`src/rtl/mem_bus_arbiter_pkg.sv`:
```
// Shared definitions for the memory bus arbiter: FSM states, owner codes and
// the byte-enable used for instruction fetches.
package mem_bus_arbiter_pkg;

  typedef enum logic [1:0] {
    ARB_IDLE = 2'd0,
    ARB_REQ  = 2'd1,
    ARB_RESP = 2'd2
  } arb_state_e;

  typedef enum logic {
    ARB_OWN_DATA  = 1'b0,
    ARB_OWN_FETCH = 1'b1
  } arb_owner_e;

  // Fetches always read a full word.
  localparam logic [3:0] ARB_FETCH_BE = 4'hF;

endpackage

```
`src/rtl/arb_timer.sv`:
```
// Transaction watchdog: cleared on capture, counts while enabled and flags the
// cycle in which TIMEOUT_CYCLES cycles have elapsed since capture.
module arb_timer #(
  parameter int unsigned TIMEOUT_CYCLES = 16
) (
  input  logic clk_i,
  input  logic rst_n_i,
  input  logic clr_i,
  input  logic en_i,
  output logic expired_o
);

  localparam int unsigned CNT_W = $clog2(TIMEOUT_CYCLES + 1);
  localparam logic [CNT_W-1:0] CNT_LAST = CNT_W'(TIMEOUT_CYCLES - 1);

  logic [CNT_W-1:0] cnt_q, cnt_d;

  // Next count: clear wins over enable.
  always_comb begin
    cnt_d = cnt_q;
    if (clr_i) begin
      cnt_d = '0;
    end else if (en_i) begin
      cnt_d = cnt_q + CNT_W'(1);
    end
  end

  // Counter register.
  always_ff @(posedge clk_i or negedge rst_n_i) begin
    if (!rst_n_i) begin
      cnt_q <= '0;
    end else begin
      cnt_q <= cnt_d;
    end
  end

  // The counter holds elapsed-cycles minus one, so the final cycle matches here.
  assign expired_o = en_i && (cnt_q == CNT_LAST);

endmodule

```
`src/rtl/mem_bus_arbiter.sv`:
```
// Arbitrates one memory bus between the data load/store path and instruction
// fetch. One transaction in flight at a time; responses are routed to the
// owner, stale fetch responses are dropped after a flush, and a watchdog aborts
// transactions the slave never answers.
// Optional build macro ARB_ROUND_ROBIN_EN: alternate grants on collisions
// instead of fixed data priority.
module mem_bus_arbiter
  import mem_bus_arbiter_pkg::*;
#(
  parameter int unsigned ADDR_W         = 32,
  parameter int unsigned DATA_W         = 32,
  parameter int unsigned TIMEOUT_CYCLES = 16
) (
  input  logic              clk_i,
  input  logic              rst_n_i,
  input  logic              d_req_i,
  input  logic              d_we_i,
  input  logic [ADDR_W-1:0] d_addr_i,
  input  logic [DATA_W-1:0] d_wdata_i,
  input  logic [3:0]        d_be_i,
  output logic              d_gnt_o,
  output logic              d_rvalid_o,
  output logic [DATA_W-1:0] d_rdata_o,
  output logic              d_err_o,
  input  logic              i_req_i,
  input  logic [ADDR_W-1:0] i_addr_i,
  input  logic              i_flush_i,
  output logic              i_gnt_o,
  output logic              i_rvalid_o,
  output logic [DATA_W-1:0] i_rdata_o,
  output logic              i_err_o,
  output logic              bus_req_o,
  output logic              bus_we_o,
  output logic [ADDR_W-1:0] bus_addr_o,
  output logic [DATA_W-1:0] bus_wdata_o,
  output logic [3:0]        bus_be_o,
  input  logic              bus_gnt_i,
  input  logic              bus_rvalid_i,
  input  logic [DATA_W-1:0] bus_rdata_i,
  output logic              stallreq_o
);

  arb_state_e        state_q, state_d;
  arb_owner_e        owner_q, owner_d;
  logic              bus_req_q, bus_req_d;
  logic              bus_we_q, bus_we_d;
  logic [ADDR_W-1:0] bus_addr_q, bus_addr_d;
  logic [DATA_W-1:0] bus_wdata_q, bus_wdata_d;
  logic [3:0]        bus_be_q, bus_be_d;
  logic              drop_q, drop_d;
`ifdef ARB_ROUND_ROBIN_EN
  arb_owner_e        last_q, last_d;
`endif

  logic pick_fetch;
  logic grant_d, grant_i;
  logic resp_valid, resp_err;
  logic timer_clr, timer_en, timer_expired;
  logic fetch_stale;

  arb_timer #(
    .TIMEOUT_CYCLES(TIMEOUT_CYCLES)
  ) u_timer (
    .clk_i    (clk_i),
    .rst_n_i  (rst_n_i),
    .clr_i    (timer_clr),
    .en_i     (timer_en),
    .expired_o(timer_expired)
  );

  assign timer_en = (state_q != ARB_IDLE);

  // Winner selection for a capture in IDLE.
  always_comb begin
`ifdef ARB_ROUND_ROBIN_EN
    pick_fetch = i_req_i && (!d_req_i || (last_q == ARB_OWN_DATA));
`else
    pick_fetch = i_req_i && !d_req_i;
`endif
  end

  // FSM next state, capture of the bus request and response qualification.
  always_comb begin
    state_d     = state_q;
    owner_d     = owner_q;
    bus_req_d   = bus_req_q;
    bus_we_d    = bus_we_q;
    bus_addr_d  = bus_addr_q;
    bus_wdata_d = bus_wdata_q;
    bus_be_d    = bus_be_q;
    drop_d      = drop_q;
`ifdef ARB_ROUND_ROBIN_EN
    last_d      = last_q;
`endif
    grant_d     = 1'b0;
    grant_i     = 1'b0;
    resp_valid  = 1'b0;
    resp_err    = 1'b0;
    timer_clr   = 1'b0;

    case (state_q)
      ARB_IDLE: begin
        if (d_req_i || i_req_i) begin
          if (pick_fetch) begin
            grant_i     = 1'b1;
            owner_d     = ARB_OWN_FETCH;
            bus_we_d    = 1'b0;
            bus_addr_d  = i_addr_i;
            bus_wdata_d = '0;
            bus_be_d    = ARB_FETCH_BE;
          end else begin
            grant_d     = 1'b1;
            owner_d     = ARB_OWN_DATA;
            bus_we_d    = d_we_i;
            bus_addr_d  = d_addr_i;
            bus_wdata_d = d_wdata_i;
            bus_be_d    = d_be_i;
          end
`ifdef ARB_ROUND_ROBIN_EN
          last_d    = owner_d;
`endif
          timer_clr = 1'b1;
          bus_req_d = 1'b1;
          state_d   = ARB_REQ;
        end
      end
      ARB_REQ: begin
        if (timer_expired) begin
          resp_valid = 1'b1;
          resp_err   = 1'b1;
          bus_req_d  = 1'b0;
          state_d    = ARB_IDLE;
        end else if (bus_gnt_i) begin
          bus_req_d = 1'b0;
          state_d   = ARB_RESP;
        end
      end
      ARB_RESP: begin
        // A response arriving on the expiry cycle still counts as normal.
        if (bus_rvalid_i) begin
          resp_valid = 1'b1;
          state_d    = ARB_IDLE;
        end else if (timer_expired) begin
          resp_valid = 1'b1;
          resp_err   = 1'b1;
          state_d    = ARB_IDLE;
        end
      end
      default: begin
        bus_req_d = 1'b0;
        state_d   = ARB_IDLE;
      end
    endcase

    if ((state_q != ARB_IDLE) && (owner_q == ARB_OWN_FETCH) && i_flush_i) begin
      drop_d = 1'b1;
    end
    if (state_d == ARB_IDLE) begin
      drop_d = 1'b0;
    end
  end

  // State and bus request registers.
  always_ff @(posedge clk_i or negedge rst_n_i) begin
    if (!rst_n_i) begin
      state_q     <= ARB_IDLE;
      owner_q     <= ARB_OWN_DATA;
      bus_req_q   <= 1'b0;
      bus_we_q    <= 1'b0;
      bus_addr_q  <= '0;
      bus_wdata_q <= '0;
      bus_be_q    <= '0;
      drop_q      <= 1'b0;
    end else begin
      state_q     <= state_d;
      owner_q     <= owner_d;
      bus_req_q   <= bus_req_d;
      bus_we_q    <= bus_we_d;
      bus_addr_q  <= bus_addr_d;
      bus_wdata_q <= bus_wdata_d;
      bus_be_q    <= bus_be_d;
      drop_q      <= drop_d;
    end
  end

`ifdef ARB_ROUND_ROBIN_EN
  // Last-granted master, used only to break ties.
  always_ff @(posedge clk_i or negedge rst_n_i) begin
    if (!rst_n_i) begin
      last_q <= ARB_OWN_FETCH;
    end else begin
      last_q <= last_d;
    end
  end
`endif

  // A flush in the response cycle itself already makes the fetch stale.
  assign fetch_stale = drop_q || i_flush_i;

  // Grants and stall are gated by reset so outputs read 0 while it is held.
  assign d_gnt_o    = rst_n_i && grant_d;
  assign i_gnt_o    = rst_n_i && grant_i;

  assign d_rvalid_o = resp_valid && (owner_q == ARB_OWN_DATA);
  assign d_err_o    = d_rvalid_o && resp_err;
  assign d_rdata_o  = (d_rvalid_o && !resp_err) ? bus_rdata_i : '0;

  assign i_rvalid_o = resp_valid && (owner_q == ARB_OWN_FETCH) && !fetch_stale;
  assign i_err_o    = i_rvalid_o && resp_err;
  assign i_rdata_o  = (i_rvalid_o && !resp_err) ? bus_rdata_i : '0;

  // The request is withdrawn in the cycle the watchdog fires.
  assign bus_req_o   = bus_req_q && !timer_expired;
  assign bus_we_o    = bus_we_q;
  assign bus_addr_o  = bus_addr_q;
  assign bus_wdata_o = bus_wdata_q;
  assign bus_be_o    = bus_be_q;

  assign stallreq_o = rst_n_i &&
                      ((d_req_i && !d_gnt_o) ||
                       ((state_q != ARB_IDLE) && (owner_q == ARB_OWN_DATA) && !d_rvalid_o));

endmodule

```
`config.mk`:
```
export PLATFORM = sky130hd
export DESIGN_NAME = mem_bus_arbiter
export DESIGN_NICKNAME = d
export VERILOG_FILES = /design/src/rtl/mem_bus_arbiter_pkg.sv /design/src/rtl/arb_timer.sv /design/src/rtl/mem_bus_arbiter.sv
export SDC_FILE = /design/constraint.sdc
export NUM_CORES = 1
export LEC_CHECK = 0
export BUFFER_PORTS_ARGS = -buffer_cell sky130_fd_sc_hd__buf_2
export CAP_MARGIN = 5
export CORE_AREA = 2 2 110 112
export CTS_CLUSTER_DIAMETER = 80
export CTS_CLUSTER_SIZE = 8
export DETAILED_ROUTE_END_ITERATION = 6
export DIE_AREA = 0 0 112 114
export HOLD_SLACK_MARGIN = 0.1
export MAX_ROUTING_LAYER = met4
export PLACE_DENSITY = 0.69
export SLEW_MARGIN = 20
export SYNTH_ARGS = -nofsm -noshare
export SYNTH_HDL_FRONTEND = slang
export SYNTH_SLANG_ARGS = --single-unit
```
`constraint.sdc`:
```
create_clock -name clk_i -period 6.1 [get_ports clk_i]
set_clock_uncertainty 0.2 [all_clocks]
set_input_delay 0.305 -clock clk_i [delete_from_list [all_inputs] [get_ports clk_i]]
set_output_delay 0.305 -clock clk_i [all_outputs]
set_load 0.02 [all_outputs]
```
# Word level (Yosys, flattened, before mapping)
# Cells that the tools add are included.
# Widths: inputs -> output; s select.
# totals
reg_bits,79
in_bits,140
output_inout_bits,141
# classes
bitwise,2
add_sub_neg,1
eq_ne,5
n_reduce_logical,34
muxes,33
# ops
operator,n
$mux 32,4
$logic_and 1x1->1,18
$mux 1,17
$mux 2,5
$mux 5,2
$logic_not 1->1,6
$pmux 2 s3,1
$reduce_bool 2->1,3
$add 5x1->5 const B,1
$eq 5x4->1 const B,1
$logic_not 2->1,2
$mux 4,1
$pmux 1 s2,2
$logic_or 1x1->1,3
$ne 3x3->1 const B,1
$pmux 1 s3,1
$reduce_and 3->1,1
$eq 2x1->1 const B,1
$eq 2x2->1 const B,1
$ne 2x2->1 const B,1
$not 1->1,2
$reduce_and 2->1,1

# Longest topological paths before layout
# logic_depth
ltp_word,10
mapped_depth,8
depth_no_buf,7

# By module
# Synthesis repeated with hierarchy kept, for this count alone.
# unflattened
hier_cells,376
area_unflattened_um2,3982.6
# by_module_without_submodules
module,seq_area_each_um2,cells_each,area_each_um2,n_inst
mem_bus_arbiter,1851.8,352,3697.3,1
arb_timer,125.1,24,285.3,1

# Worst setup path after synthesis
# Ideal clock, no wire load.
# synth_path
kind,register -> output
startpoint,reg u_timer.cnt_q[0]
endpoint,out stallreq_o
path_stages_with_launch,8
required_ns,5.595
t_arrival_ns,2.037
slack_ns,3.558
path_cell_list,dfrtp_1 -> ha_1 -> and3_1 -> ha_1 -> nor2b_1 -> o21ai_0 -> a21oi_1 -> nor3b_1
# synth_between
elab_chain_len,10
# synth_lines
item,line_no,source
"start, declared",arb_timer.sv:16,"logic [CNT_W-1:0] cnt_q, cnt_d;"
"start signal, assigned",arb_timer.sv:33,cnt_q <= cnt_d;
$eq 5x4->1 *,arb_timer.sv:38,assign expired_o = en_i && (cnt_q == CNT_LAST);
$logic_and 1x1->1 *,arb_timer.sv:38,
$mux 1 *,"mem_bus_arbiter.sv:128, mem_bus_arbiter.sv:143",
$mux 1,mem_bus_arbiter.sv:140,if (bus_rvalid_i) begin
$pmux 1 s2 *,mem_bus_arbiter.sv:101,case (state_q)
$logic_and 1x1->1 *,mem_bus_arbiter.sv:204,assign d_rvalid_o = resp_valid && (owner_q == ARB_OWN_DATA);
$logic_not 1->1 *,mem_bus_arbiter.sv:221,((state_q != ARB_IDLE) && (owner_q == ARB_OWN_DATA) && !d_rvalid_o));
$logic_and 1x1->1 *,mem_bus_arbiter.sv:221,
$logic_or 1x1->1 *,mem_bus_arbiter.sv:220,((d_req_i && !d_gnt_o) ||
$logic_and 1x1->1 *,mem_bus_arbiter.sv:219,assign stallreq_o = rst_n_i &&
"end, declared",mem_bus_arbiter.sv:40,output logic stallreq_o
# Mark *: on every way between the ends. The rest lies on a longest branch, timed or not.

# Worst setup path in the final report
# layout_path
startpoint,reg state_q[0]
endpoint,out d_rdata_o[7]
# layout_between
elab_chain_len,8
elab_cells_between_ends,13
# layout_lines
item,line_no,source
"start, declared",mem_bus_arbiter.sv:43,"arb_state_e state_q, state_d;"
"start signal, assigned",mem_bus_arbiter.sv:175,state_q <= state_d;
$reduce_bool 2->1,mem_bus_arbiter.sv:71,assign timer_en = (state_q != ARB_IDLE);
$logic_and 1x1->1,arb_timer.sv:38,
$mux 1,"mem_bus_arbiter.sv:128, mem_bus_arbiter.sv:143",
$mux 1,mem_bus_arbiter.sv:140,
$pmux 1 s2,mem_bus_arbiter.sv:101,
$logic_and 1x1->1 / $logic_not 1->1 (equally long branches),"mem_bus_arbiter.sv:204, mem_bus_arbiter.sv:206",
$logic_and 1x1->1 *,mem_bus_arbiter.sv:206,assign d_rdata_o = (d_rvalid_o && !resp_err) ? bus_rdata_i : '0;
$mux 32 *,mem_bus_arbiter.sv:206,
"end, declared",mem_bus_arbiter.sv:23,"output logic [DATA_W-1:0] d_rdata_o,"
# Marked as above.

==> flow_summary_export.csv <==
group,metric,value,unit
outcome,status,"finished clean",
clock_tree,cts_root_buffer,"clkbuf_16",
synthesis,ys_warn_count,0,
power,power_frac_comb,44.9,%
clock_tree,insertion_delay,330,ps
sta,finalHoldViolCount,0,
global_route,grt_pass1_wl,21650,um
setup_path,cp.required,5590,ps
power,ir_drop,0.2758,mV
sta,worst_pin_slew,871.7,ps
finish,stdcell_area,6655,um^2
drt,drt_wl_total,14250,um
job,maxCapViolCount,0,
global_route,grt_usage,22.41,%
finish,mostFrequentLayoutCells,"279 x buf_2, 92 x dlygate4sd3_1, 79 x dfrtp_1",
drt,viasPerCell,4.775,
synthesis,synth_enable_flop_cells,0,
synthesis,synth_area,3919,um^2
setup_path,startpoint,"state_q[0]",
drt,drc_errors,0,
clock_tree,cts_buffers,9,
power,p_switching,1.143,mW
sta,rsz0062_at_grt,"false",
sta,hold-worst-slack,102.4,ps
drt,first_pass_iters,6,
clock_tree,cts_tree,"built",
setup_path,cp-end-kind,"output pin",
synthesis,synth_area_leader_cell,"dfrtp_1",
finish,final_common_cell,"buf_2",
die,die_h,114,um
min_path,hold_class,"input port to flip-flop",
clock_tree,cts_buffer_depth,2,
setup_path,critPathMaxFanout,32,
setup_path,crit_chain,"inv_1 -> ha_1 -> nand2b_1 -> o211ai_1 -> nor2_2 -> and2_1 -> buf_2",
placed_design,port_buffers,280,
synthesis,synth.net_count,519,
die,die_x,112,um
sta,period_share,57.24,%
die,fp-row-count,40,
synthesis,synthFlopType,"dfrtp_1",
synthesis,synth_cell_types,35,
die,pin_count,281,
drt,drtIter0Drc,182,
synthesis,avgSynthCellArea,10.51,um^2
setup_path,cp.arrival,2990,ps
setup_path,crit_slowest_cell,"nor2_2",
die,start_util,33.46,%
synthesis,yosysTopAreaCellShare,50.45,%
sta,fmax,286.4,MHz
setup_path,slowest_delay,680,ps
sta,setup_viol,0,
clock_tree,htreeDepth,3,
global_route,grt_max_degree,98,
synthesis,synthTopCellsByArea,"dfrtp_1 50%, and2_1 11%, mux2i_1 8.2%",
power,switching_share,41.09,%
synthesis,ys_ff_latch,79,
clock_tree,cts_setup_buffers,0,
drt,ant_nets,0,
die,die_area,12770,um^2
die,core-area,11710,um^2
placed_design,dp_hpwl,9622,um
synthesis,async_reset_ff_share,100.0,%
clock_tree,cts_sinks,79,
setup_path,cpLargestDelayFamily,"simple AND/OR/NAND/NOR gates",
finish,final_layout_size_suffix_gt1_share,41.71,%
power,seqPwrFrac,33.2,%
setup_path,critPathKind,"flip-flop to output pin",
global_route,grt_pass1_vias,4287,
drt,wire_per_inst,16.12,um
sta,slew_headroom,41.89,%
sta,tns,0,ps
global_route,antenna_found_initial,1,
finish,area_delta_synth_final,69.83,%
min_path,hold_start,"i_addr_i[26]",
setup_path,rr_startpoint,"state_q[0]",
drt,num_vias,4221,
sta,min_period,3492,ps
power,power_density,418.1,nW/um^2
finish,nets,877,
clock_tree,clk_pin_slew_worst_paths,60,ps
power,cellInternalPower,1.639,mW
finish,final_util,56.83,%
synthesis,netlist_instances,373,
clock_tree,ctsResizeCount,0,
setup_path,critPathBufInv,2,
synthesis,synth.yosys.seq_area_share,50.45,%
placed_design,dpl_cell_area,5364,um^2
global_route,gr-total-overflow,0,
sta,drv_slew,0,
placed_design,gp_congestion,0.8721,
setup_path,crit_path_start_kind,"flip-flop",
power,clock_power_share,21.9,%
power,leakage,3.574,nW
[sequential cells by signal, summed over array words and instances, names as in the netlist]
register       cells
bus_addr_o        32
bus_be_o           4
bus_req_q          1
bus_wdata_o       32
bus_we_o           1
drop_q             1
owner_q            1
state_q            2
u_timer.cnt_q      5
[timing repair]
item                                    in CTS  in global routing
endpoints found under the setup margin       0                  0
endpoints found under the hold margin      145                  0
hold buffers                                92                  0
[area by class of cell]
cell class	count	area, um^2
Multi-Input combinational cell	260	1769
Clock inverter	5	87.58
Inverter	7	26.28
Sequential cell	79	1977
Fill cell	989	5056
Clock buffer	11	252.7
Antenna cell	1	2.502
Timing Repair Buffer	374	2356
Tap cell	147	183.9
[worst register-to-register path, stage by stage (launching register included)]
cell	delay, ps
dfrtp_1	400
inv_1	130
ha_1	630
and2_2	700
a22o_1	280
[path summary, 6_finish.rpt]
check	to	slack (ps)	cells past startpoint
worst max register to register	bus_wdata_o[11]	3680	4
worst min register to register	bus_addr_o[3]	280	2
worst min-delay path	bus_addr_o[26]	100	3
max in group asynchronous	bus_wdata_o[6]	4800	2
min in group asynchronous	bus_addr_o[7]	380	2
worst max-delay path	d_rdata_o[7]	2610	7
[metal layers]
layer	share of wire, %	global-route usage (%)
met5	0	-
met4	3.7	11.54
met3	5.7	3.719
met2	54	41.66
met1	36	22.71
[power groups by stage]
| stage | logic, mW | registers, mW | clock network [mW] |
|---|---|---|---|
| floorplan | 0.508 | 1.19 | 0 |
| finish | 1.25 | 0.924 | 0.608 |
| CTS | 1.24 | 0.922 | 0.617 |
| global route | 1.35 | 0.956 | 0.642 |
| detailed placement | 1.19 | 0.921 | 0 |
| global placement | 1.16 | 0.916 | 0 |
[per-stage QoR]
step                      worst slack, ps  total power [mW]  cells
final                                2608             2.782    884
after global routing                 2382             2.953    884
after CTS                            2242             2.778    882
after detailed placement             2610             2.113    774
after global placement               2890             2.074    774
after floorplan                      3558             1.698    373
[Yosys cell counts, drive strengths merged, types with 2 or more instances]
| library cell | instances |
|---|---|
| dfrtp | 79 |
| and2 | 67 |
| o21ai | 40 |
| nand2 | 37 |
| a22o | 33 |
| mux2i | 32 |
| buf | 15 |
| clkbuf | 12 |
| nor2 | 12 |
| inv | 7 |
| ha | 6 |
| o22a | 6 |
| nor2b | 5 |
| a21oi | 3 |
| and3 | 3 |
| nand2b | 2 |
| nor3b | 2 |
| o211ai | 2 |
[kinds of logic after synthesis]
family | share of synthesized area [%]
adders and majority gates | 1.916
buffers and inverters | 4.885
AOI/OAI and AO/OA | 15.87
DFF | 50.45
muxes | 8.174
and+or+nand+nor | 18.71
(Power assumes the default switching activity.)
